**src/rtl/sargantana_icache_refill.sv**
```systemverilog
// Icache miss handler: captures a lookup miss, picks a victim way, issues a
// single line request to L2, assembles the returned beats into a line and
// writes line + tag into the victim way, then pulses refill_done_o so fetch
// replays the lookup.
// Optional: define ICACHE_REFILL_PERF_CNT_EN to add the miss_cnt_o counter.
module sargantana_icache_refill #(
  parameter int unsigned ICACHE_N_WAY = 4,
  parameter int unsigned TAG_WIDHT    = 20,
  parameter int unsigned IDX_WIDTH    = 6,
  parameter int unsigned WAY_WIDHT    = 256,
  parameter int unsigned BEAT_WIDTH   = 64
) (
  input  logic                           clk_i,
  input  logic                           rstn_i,
  input  logic                           miss_i,
  input  logic [TAG_WIDHT-1:0]           miss_tag_i,
  input  logic [IDX_WIDTH-1:0]           miss_idx_i,
  input  logic [ICACHE_N_WAY-1:0]        way_valid_bits_i,
  input  logic                           flush_i,
  output logic                           l2_req_valid_o,
  input  logic                           l2_req_ready_i,
  output logic [TAG_WIDHT+IDX_WIDTH-1:0] l2_req_addr_o,
  input  logic                           l2_rsp_valid_i,
  input  logic [BEAT_WIDTH-1:0]          l2_rsp_data_i,
  output logic                           l2_rsp_ready_o,
  output logic                           wr_en_o,
  output logic [ICACHE_N_WAY-1:0]        wr_way_o,
  output logic [IDX_WIDTH-1:0]           wr_idx_o,
  output logic [TAG_WIDHT-1:0]           wr_tag_o,
  output logic [WAY_WIDHT-1:0]           wr_data_o,
  output logic                           busy_o,
  output logic                           refill_done_o
`ifdef ICACHE_REFILL_PERF_CNT_EN
  ,
  output logic [31:0]                    miss_cnt_o
`endif
);

  localparam int unsigned NBEATS    = WAY_WIDHT / BEAT_WIDTH;
  localparam int unsigned CNT_W     = $clog2(NBEATS);
  localparam int unsigned WAY_IDX_W = $clog2(ICACHE_N_WAY);

  typedef enum logic [1:0] {
    IDLE  = 2'd0,
    REQ   = 2'd1,
    RSP   = 2'd2,
    WRITE = 2'd3
  } state_e;

  state_e                  state_q, state_d;
  logic [TAG_WIDHT-1:0]    tag_q;
  logic [IDX_WIDTH-1:0]    idx_q;
  logic [ICACHE_N_WAY-1:0] way_q;
  logic                    full_q;
  logic                    kill_q;
  logic [WAY_IDX_W-1:0]    rr_q;
  logic [CNT_W-1:0]        cnt_q;
  logic [WAY_WIDHT-1:0]    line_q;

  logic                    capture;
  logic                    beat_acc;
  logic                    write_ok;
  logic                    set_full;
  logic                    found;
  logic [ICACHE_N_WAY-1:0] victim_oh;

  // Victim: lowest invalid way, otherwise the round-robin pointer.
  always_comb begin
    victim_oh = '0;
    found     = 1'b0;
    set_full  = &way_valid_bits_i;
    for (int i = 0; i < ICACHE_N_WAY; i++) begin
      if (!way_valid_bits_i[i] && !found) begin
        victim_oh[i] = 1'b1;
        found        = 1'b1;
      end
    end
    if (!found) victim_oh = ICACHE_N_WAY'(1) << rr_q;
  end

  // Next-state and strobe decode.
  always_comb begin
    state_d  = state_q;
    capture  = 1'b0;
    beat_acc = 1'b0;
    write_ok = 1'b0;
    unique case (state_q)
      IDLE: begin
        if (miss_i && !flush_i) begin
          capture = 1'b1;
          state_d = REQ;
        end
      end
      REQ: begin
        if (l2_req_ready_i) state_d = RSP;
      end
      RSP: begin
        if (l2_rsp_valid_i) begin
          beat_acc = 1'b1;
          if (cnt_q == CNT_W'(NBEATS - 1)) state_d = WRITE;
        end
      end
      WRITE: begin
        write_ok = !kill_q && !flush_i;
        state_d  = IDLE;
      end
      default: state_d = IDLE;
    endcase
  end

  // State register and refill datapath.
  always_ff @(posedge clk_i) begin
    if (!rstn_i) begin
      state_q <= IDLE;
      tag_q   <= '0;
      idx_q   <= '0;
      way_q   <= '0;
      full_q  <= 1'b0;
      kill_q  <= 1'b0;
      rr_q    <= '0;
      cnt_q   <= '0;
      line_q  <= '0;
    end else begin
      state_q <= state_d;
      if (capture) begin
        tag_q  <= miss_tag_i;
        idx_q  <= miss_idx_i;
        way_q  <= victim_oh;
        full_q <= set_full;
      end
      if (beat_acc) begin
        line_q[32'(cnt_q) * BEAT_WIDTH +: BEAT_WIDTH] <= l2_rsp_data_i;
        cnt_q <= (cnt_q == CNT_W'(NBEATS - 1)) ? '0 : cnt_q + CNT_W'(1);
      end
      if (state_d == IDLE) begin
        kill_q <= 1'b0;
      end else if (flush_i && (state_q == REQ || state_q == RSP)) begin
        kill_q <= 1'b1;
      end
      if (write_ok && full_q) rr_q <= rr_q + WAY_IDX_W'(1);
    end
  end

`ifdef ICACHE_REFILL_PERF_CNT_EN
  logic [31:0] miss_cnt_q;

  // Saturating count of accepted misses; survives flushes.
  always_ff @(posedge clk_i) begin
    if (!rstn_i) begin
      miss_cnt_q <= '0;
    end else if (capture && (miss_cnt_q != '1)) begin
      miss_cnt_q <= miss_cnt_q + 32'd1;
    end
  end

  assign miss_cnt_o = miss_cnt_q;
`endif

  // Outputs decoded from registered state; a flush in WRITE suppresses the write.
  assign l2_req_valid_o = (state_q == REQ);
  assign l2_req_addr_o  = (state_q == REQ) ? {tag_q, idx_q} : '0;
  assign l2_rsp_ready_o = (state_q == RSP);
  assign busy_o         = (state_q != IDLE);
  assign wr_en_o        = write_ok;
  assign refill_done_o  = write_ok;
  assign wr_way_o       = (state_q == WRITE) ? way_q  : '0;
  assign wr_idx_o       = (state_q == WRITE) ? idx_q  : '0;
  assign wr_tag_o       = (state_q == WRITE) ? tag_q  : '0;
  assign wr_data_o      = (state_q == WRITE) ? line_q : '0;

endmodule

```
**config.mk**
```make
export PLATFORM = sky130hd
export DESIGN_NAME = sargantana_icache_refill
export DESIGN_NICKNAME = d
export VERILOG_FILES = /design/src/rtl/sargantana_icache_refill.sv
export SDC_FILE = /design/constraint.sdc
export NUM_CORES = 1
export LEC_CHECK = 0
export BUFFER_PORTS_ARGS = -buffer_cell sky130_fd_sc_hd__buf_4
export CAP_MARGIN = 20
export CORE_MARGIN = 3
export CORE_UTILIZATION = 53
export CTS_BUF_LIST = sky130_fd_sc_hd__clkbuf_4 sky130_fd_sc_hd__clkbuf_8
export DETAILED_ROUTE_END_ITERATION = 7
export PLACE_DENSITY = 0.83
export SLEW_MARGIN = 25
export SYNTH_ARGS = -nofsm -noshare
export SYNTH_HDL_FRONTEND = slang
export SYNTH_SLANG_ARGS = --single-unit
```
**constraint.sdc**
```tcl
create_clock -name clk_i -period 2.5 [get_ports clk_i]
set_clock_uncertainty 0.1 [all_clocks]
set_input_delay 0.25 -clock clk_i [delete_from_list [all_inputs] [get_ports clk_i]]
set_output_delay 0.25 -clock clk_i [all_outputs]
set_load 0.05 [all_outputs]
```
==> reports/qor.txt, run 1 <==
CORE AREA - 0.0238 mm^2
final sum of negative setup slack - 0 ns
Leak - 7.55 nW
Num CTS Buffers - 48
sequential element share of the synthesized area - 45.4%
Synth Register Bits - 294
Syn Inst Count - 1406
CP Launch Type - flop
EDFF count, synth - 0
largest family of logic cells by synthesized area - simple AND/OR/NAND/NOR gates
max-slew violations - 0
deepest clock path buffer count - 3
Post-Synth XOR/XNOR Area - 0.0675%
Setup crit end kind - output pin
starting density of the core - 54.6%
Achievable Freq - 412 MHz
IO Count - 417
post-DR wirelength/cell - 18.9 um
Fin. Hold Viols - 0
Area Growth Syn to Fin - 41.7%
Period minus WS final - 2.43 ns
unrepaired setup endpoints after global routing - false
DRC errors left - 0
Syn Std Cell Area - 0.0130 mm^2
vias - 12000
TritonRoute pass-1 iters - 8
DRT Wirelength - 42.0 mm
# diodes - 0
fin nets - 1990
Root Buffer - clkbuf_8
Clk pin slew, worst setup/hold paths - 0.05 ns
site row count - 56
largest net degree at the start of global routing - 155
pwr/cell area - 544 mW/mm^2
hpwl dp - 26.9 mm
VDD IR-drop max - 0.370 mV
Final GP Congestion - 0.896
CP required - 2.15 ns
Adder-Cell Fraction of Synth Area - 1.45%
htree depth - 2
Tcrit/Tclk final - 97.1%
MaxCap Viol Count - 0
CTS tree - built
Synth Area in Compound Gates - 17.3%
Crit Path Category - flop to output pin
Syn Nets - 1521
worst hold slack - 0.0391 ns
Routed Antenna Nets - 0
Post-Synth Simple-Gate Area - 31.1%
setup violators final - 0
worst-margin pin slew - 0.522 ns
area of the die - 0.0264 mm^2
Async S/R FF share, synth - 0%
Worst slew margin - 65.2%
vias in the first global route - 12000
worst skew pair latency - 0.54 ns
chip width - 162 um
mux cell area share after synthesis - 0%
arrival time worst endpoint - 2.08 ns
DRT iter0 DRCs - 903
CP max FO - 38
R2R Setup Slk - 0.31 ns
mean post-synth cell area - 9.22 um^2
global-route wire length before repair - 65.0 mm
TritonCTS Sinks - 294
Via-to-Cell Ratio - 5.39
Ys Warns - 0
input/output buffers - 416
Die Span Y - 162 um
fraction of layout cells with a size suffix above 1 - 28.7%
Yosys cell types - 37
Hold Crit Class - primary input to flop
ys flop type - dfxtp_1
GR Util All Layers - 30.2%
status - finished clean
total power - 10.0 mW
initial antenna violation count - 0
grt ovf - 0
routing by layer:
layer / vias up / wire [um] / global-route usage, %
met4: 0 / 1740 / 12.8
met5: - / 0 / 0
met3: 117 / 3580 / 8.04
met1: 5675 / 16600 / 37.0
li1: 5676 / - / -
met2: 550 / 20200 / 50.4
kinds of logic after synthesis:
family / Yosys count
AND/OR/NAND/NOR: 664
AO/OA/AOI/OAI: 299
flip-flops: 294
buffers and inverters: 133
adder cells (fa/ha/maj): 15
XOR/XNOR: 1
registers in the layout (all words and copies together) (netlist names):
name and count:
tag_q 20, cnt_q 2, full_q 1, state_q 2, rr_q 2, line_q 256
way_q 4, idx_q 6, kill_q 1
cell usage after synthesis, types with 2 or more instances:
cell      instances  area share [%]
nor3_2            2            0.15
nor2_1            3           0.087
and3_1            2           0.096
a22oi_1         254              15
nand2_1          64             1.9
buf_2            13            0.50
buf_1            11            0.32
inv_1             7            0.20
a21oi_1           5            0.19
and2_1          315              15
a21boi_0         29             1.7
nand3b_1          2            0.12
nor4_4            2            0.33
o211ai_1          2            0.12
dfxtp_1         294              45
a221oi_1          2            0.14
buf_6            12             1.0
clkbuf_1         89             2.6
nor2b_1         263              13
nand3_1           3            0.12
ha_1             15             1.4
nor3b_1           2            0.12
cell usage in the layout (no fill, tap or decap), types with 3 or more instances in the layout:
master / netlist / final
and2_1: 315 / 315
nand3_1: 3 / 3
nor2b_1: 263 / 263
clkbuf_8: 0 / 65
ha_1: 15 / 13
a21boi_0: 29 / 29
nand2_2: 1 / 5
clkbuf_4: 0 / 14
dlygate4sd3_1: 0 / 96
a21oi_1: 5 / 5
a22oi_1: 254 / 254
inv_1: 7 / 7
nor2_1: 3 / 3
nand2_1: 64 / 60
buf_12: 0 / 11
dfxtp_1: 294 / 293
clkinv_2: 0 / 4
buf_4: 1 / 436
worst max-delay path, stage by stage (launching register included):
cell     delay (ns)
dfxtp_1        0.42
ha_4           0.23
buf_4          0.32
nor3b_2        0.31
buf_4          0.26
layout make-up:
cell class                 count  area (um^2)
timing repair buffer         545         4490
tap                          319          399
multi-input combinational    979         6530
fill                        1599         5370
clock inverter                 5         50.0
clock buffer                  79         1000
inverter                       7         26.3
sequential                   294         5890
where the power goes:
group / total, mW / switching, mW / internal, mW
Clock: 4.46 / 1.85 / 2.61
Sequential: 4.78 / 0.0370 / 4.74
Combinational: 0.770 / 0.395 / 0.375
Total: 10.0 / 2.28 / 7.73
path summary, 6_finish.rpt:
kind              endpoint       start  depth (start not counted)
hold reg to reg   way_q[3]    way_q[3]                          2
hold / removal      kill_q     flush_i                          3
setup reg to reg  way_q[2]  state_q[1]                          7
setup / recovery   wr_en_o  state_q[1]                          4
per-stage QoR:
step	worst slack [ns]	utilization (%)	instances	instance area, um^2
after global placement	0.520	68.7	2043	16300
after global routing	0.0201	77.4	2228	18400
after detailed placement	0.399	68.7	2043	16300
final	0.0724	77.4	2228	18400
after CTS	0.0279	77.1	2223	18300
after floorplan	0.125	-	1406	13000
what timing repair did:
item,4_1_cts,5_1_grt
buffers inserted,0,5
resized for setup,1,3
setup endpoints to repair,27,6
hold endpoints to repair,288,0
pin swaps,0,1
hold buffers,96,0
(Power assumes the default switching activity.)
==> run 2, diff against run 1 <==
--- a/config.mk
+++ b/config.mk
@@ -5,13 +5,14 @@
 export SDC_FILE = /design/constraint.sdc
 export NUM_CORES = 1
 export LEC_CHECK = 0
+export ABC_AREA = 1
 export BUFFER_PORTS_ARGS = -buffer_cell sky130_fd_sc_hd__buf_4
 export CAP_MARGIN = 20
 export CORE_MARGIN = 3
-export CORE_UTILIZATION = 53
+export CORE_UTILIZATION = 45
 export CTS_BUF_LIST = sky130_fd_sc_hd__clkbuf_4 sky130_fd_sc_hd__clkbuf_8
 export DETAILED_ROUTE_END_ITERATION = 7
-export PLACE_DENSITY = 0.83
+export PLACE_DENSITY = 0.71
 export SLEW_MARGIN = 25
 export SYNTH_ARGS = -nofsm -noshare
 export SYNTH_HDL_FRONTEND = slang
==> run 2 against run 1 <==
Sequential power increased by 3%. Combinational power increased by 97%. Register-to-register slack got worse by 0.16 ns. Final cell count increased by 39%. Synthesized cell count increased by 58%. Non-clock buffer count increased by 10. Worst setup slack improved by 0.042 ns. Sequential share of layout area decreased by 1.9 points. Largest power group unchanged.
==> reports/qor.txt, run 2 <==
initial antenna violation count - 1
pwr/cell area - 562 mW/mm^2
post-DR wirelength/cell - 15.6 um
Achievable Freq - 419 MHz
Placed Instances - 2916
post-placement cell area - 0.0175 mm^2
sequential element share of the synthesized area - 42.0%
site row count - 63
Non-Filler Instances - 3106
Syn Std Cell Area - 0.0140 mm^2
unrepaired setup endpoints after global routing - true
count leader, synth - nand2_1
Final Cell Area - 0.0196 mm^2
Commonest cells post-synth - 830 x nand2_1, 400 x inv_1, 294 x dfxtp_1
met2 Use GR - 47.8%
Async S/R FF share, synth - 0%
arrival time worst endpoint - 2.04 ns
Synth area leader - dfxtp_1
top register by number of flip-flops - line_q
met3 Resource Use GR - 4.88%
worst path bufs/invs - 3
worst-margin pin slew - 0.591 ns
Syn Nets - 2332
Routed Antenna Nets - 0
Leak - 10.8 nW
Post-Synth XOR/XNOR Area - 0%
deepest clock path buffer count - 3
Adder-Cell Fraction of Synth Area - 1.34%
Comb power frac - 13.8%
starting density of the core - 46.4%
Core Util, Final - 64.8%
input/output buffers - 416
mux cell area share after synthesis - 0%
htree depth - 2
largest family of logic cells by synthesized area - simple AND/OR/NAND/NOR gates
CORE AREA - 0.0302 mm^2
largest cells by area after synthesis - dfxtp_1 42%, nand2_1 22%, inv_1 11%
Synth Register Bits - 294
EDFF count, synth - 0
DRT Wirelength - 48.5 mm
CP required - 2.15 ns
MaxCap Viol Count - 0
Internal Dissipation - 7.95 mW
fin nets - 2791
global-route wire length before repair - 76.5 mm
Worst slew margin - 60.6%
area of the die - 0.0333 mm^2
CP max FO - 73
most frequent cells in the layout - 827 x nand2_1, 445 x buf_4, 398 x inv_1, 294 x dfxtp_1, 271 x a21oi_1
Post-Synth Simple-Gate Area - 28.9%
CP Launch Type - flop
Syn Inst Count - 2217
hpwl dp - 32.6 mm
Area Growth Syn to Fin - 39.5%
share of the synthesized area in the top cell type - 42.0%
Final GP Congestion - 0.925
Tcrit/Tclk final - 95.4%
total power - 11.0 mW
most common cell after layout, fill and taps aside - nand2_1
Ys Warns - 0
Max stage delay on crit path - 0.42 ns
Clk pin slew, worst setup/hold paths - 0.06 ns
R2R Setup Slk - 0.15 ns
P_sw - 3.04 mW
Root Buffer - clkbuf_8
DRC errors left - 0
Crit Path Category - flop to output pin
Yosys cell types - 22
switching share of power - 27.7%
setup ws final - 0.114 ns
TritonCTS Sinks - 294
max reg flops - 256
Hold Crit Class - primary input to flop
fraction of layout cells with a size suffix above 1 - 20.9%
mean post-synth cell area - 6.32 um^2
Crit path max-delay family - buffers and inverters
setup violators final - 0
GRT met1 Usage - 34.8%
worst hold slack - 0.0548 ns
chip width - 183 um
VDD IR-drop max - 0.334 mV
TritonRoute pass-1 iters - 5
Period minus WS final - 2.39 ns
grt ovf - 0
ys flop type - dfxtp_1
gr busiest metal - met2
GR Util All Layers - 27.9%
Setup WS pre-CTS - 0.0333 ns
Setup crit end kind - output pin
IO Count - 417
final sum of negative setup slack - 0 ns
Via-to-Cell Ratio - 4.90
vias in the first global route - 14900
Clk pwr share - 41.5%
sequential share of power - 44.7%
max-slew violations - 0
Die Span Y - 183 um
Synth Area in Compound Gates - 12.2%
Num CTS Buffers - 50
vias - 15200
Fin. Hold Viols - 0
DRT iter0 DRCs - 881
fillers - 2723
CP cell instances - ha_4 > buf_16 > nand2_1 > inv_1 > buf_4
worst skew pair latency - 0.55 ns
Slowest cell on crit path - dfxtp_1
postcts setup bufs - 0
status - finished clean
Largest regs - line_q: 256 flops, tag_q: 20 flops, idx_q: 6 flops
largest net degree at the start of global routing - 90
CTS tree - built
## run 2: changes by cell type in the layout (fill, tap and decap cells not counted), sizes merged, moves of 50 or more
cell | before | now
inv | 7 | 401
nand3 | 3 | 53
nor2b | 263 | 0
a22oi | 254 | 0
and2 | 315 | 0
nor2 | 3 | 112
a21oi | 5 | 271
nand2 | 65 | 833
## run 2: layout make-up
cell class	count	area [um^2]	area share [%]
clock buffers	84	1040	5.34
multi-input cells	1371	5980	30.6
flip-flops and latches	294	5890	30.1
diodes	1	2.50	0.0128
repair buffers	555	4580	23.4
clock inverters	7	37.5	0.192
well taps	390	488	2.50
repair inverters	1	7.51	0.0384
inverters	403	1520	7.79
## run 2: path summary, 6_finish.rpt
check | from | to | cells past startpoint
worst min register to register | line_q[91] | line_q[91] | 2
worst max-delay path | state_q[0] | wr_data_o[184] | 5
worst min-delay path | l2_req_ready_i | state_q[1] | 7
worst max register to register | state_q[0] | line_q[14] | 9
## run 2: metal layers
layer / vias to the layer above / wire, um
li1: 7537 / -
met1: 6869 / 19800
met2: 679 / 23200
met3: 120 / 3870
met4: 0 / 1760
met5: - / 0
## run 2: worst min-delay path: stages
cell and delay (ns):
buf_4 0.08, inv_1 0.04, nand2_1 0.05, nand2_1 0.04, nand2_1 0.05, nand3_1 0.10
inv_1 0.07
## run 2: power groups by stage
stage / Clock, mW / Combinational, mW / Sequential, mW
floorplan: 0 / 0.874 / 4.98
global placement: 0 / 1.35 / 5.00
detailed placement: 0 / 1.37 / 5.01
CTS: 4.62 / 1.50 / 4.91
global route: 4.83 / 1.65 / 4.92
finish: 4.55 / 1.52 / 4.91
## run 2: logic make-up (layout without fill, tap and decap cells)
family / Yosys count / in the layout
and+or+nand+nor: 1039 / 1039
buffers and inverters: 552 / 1050
AOI/OAI and AO/OA: 317 / 317
DFF: 294 / 294
adders and majority gates: 15 / 15
other: 0 / 1
## run 2: what timing repair did
item | CTS | global route
gates cloned | 0 | 1
endpoints found under the hold margin | 233 | 0
hold buffers | 97 | 0
resized for setup | 0 | 5
setup endpoints to repair | 1 | 61
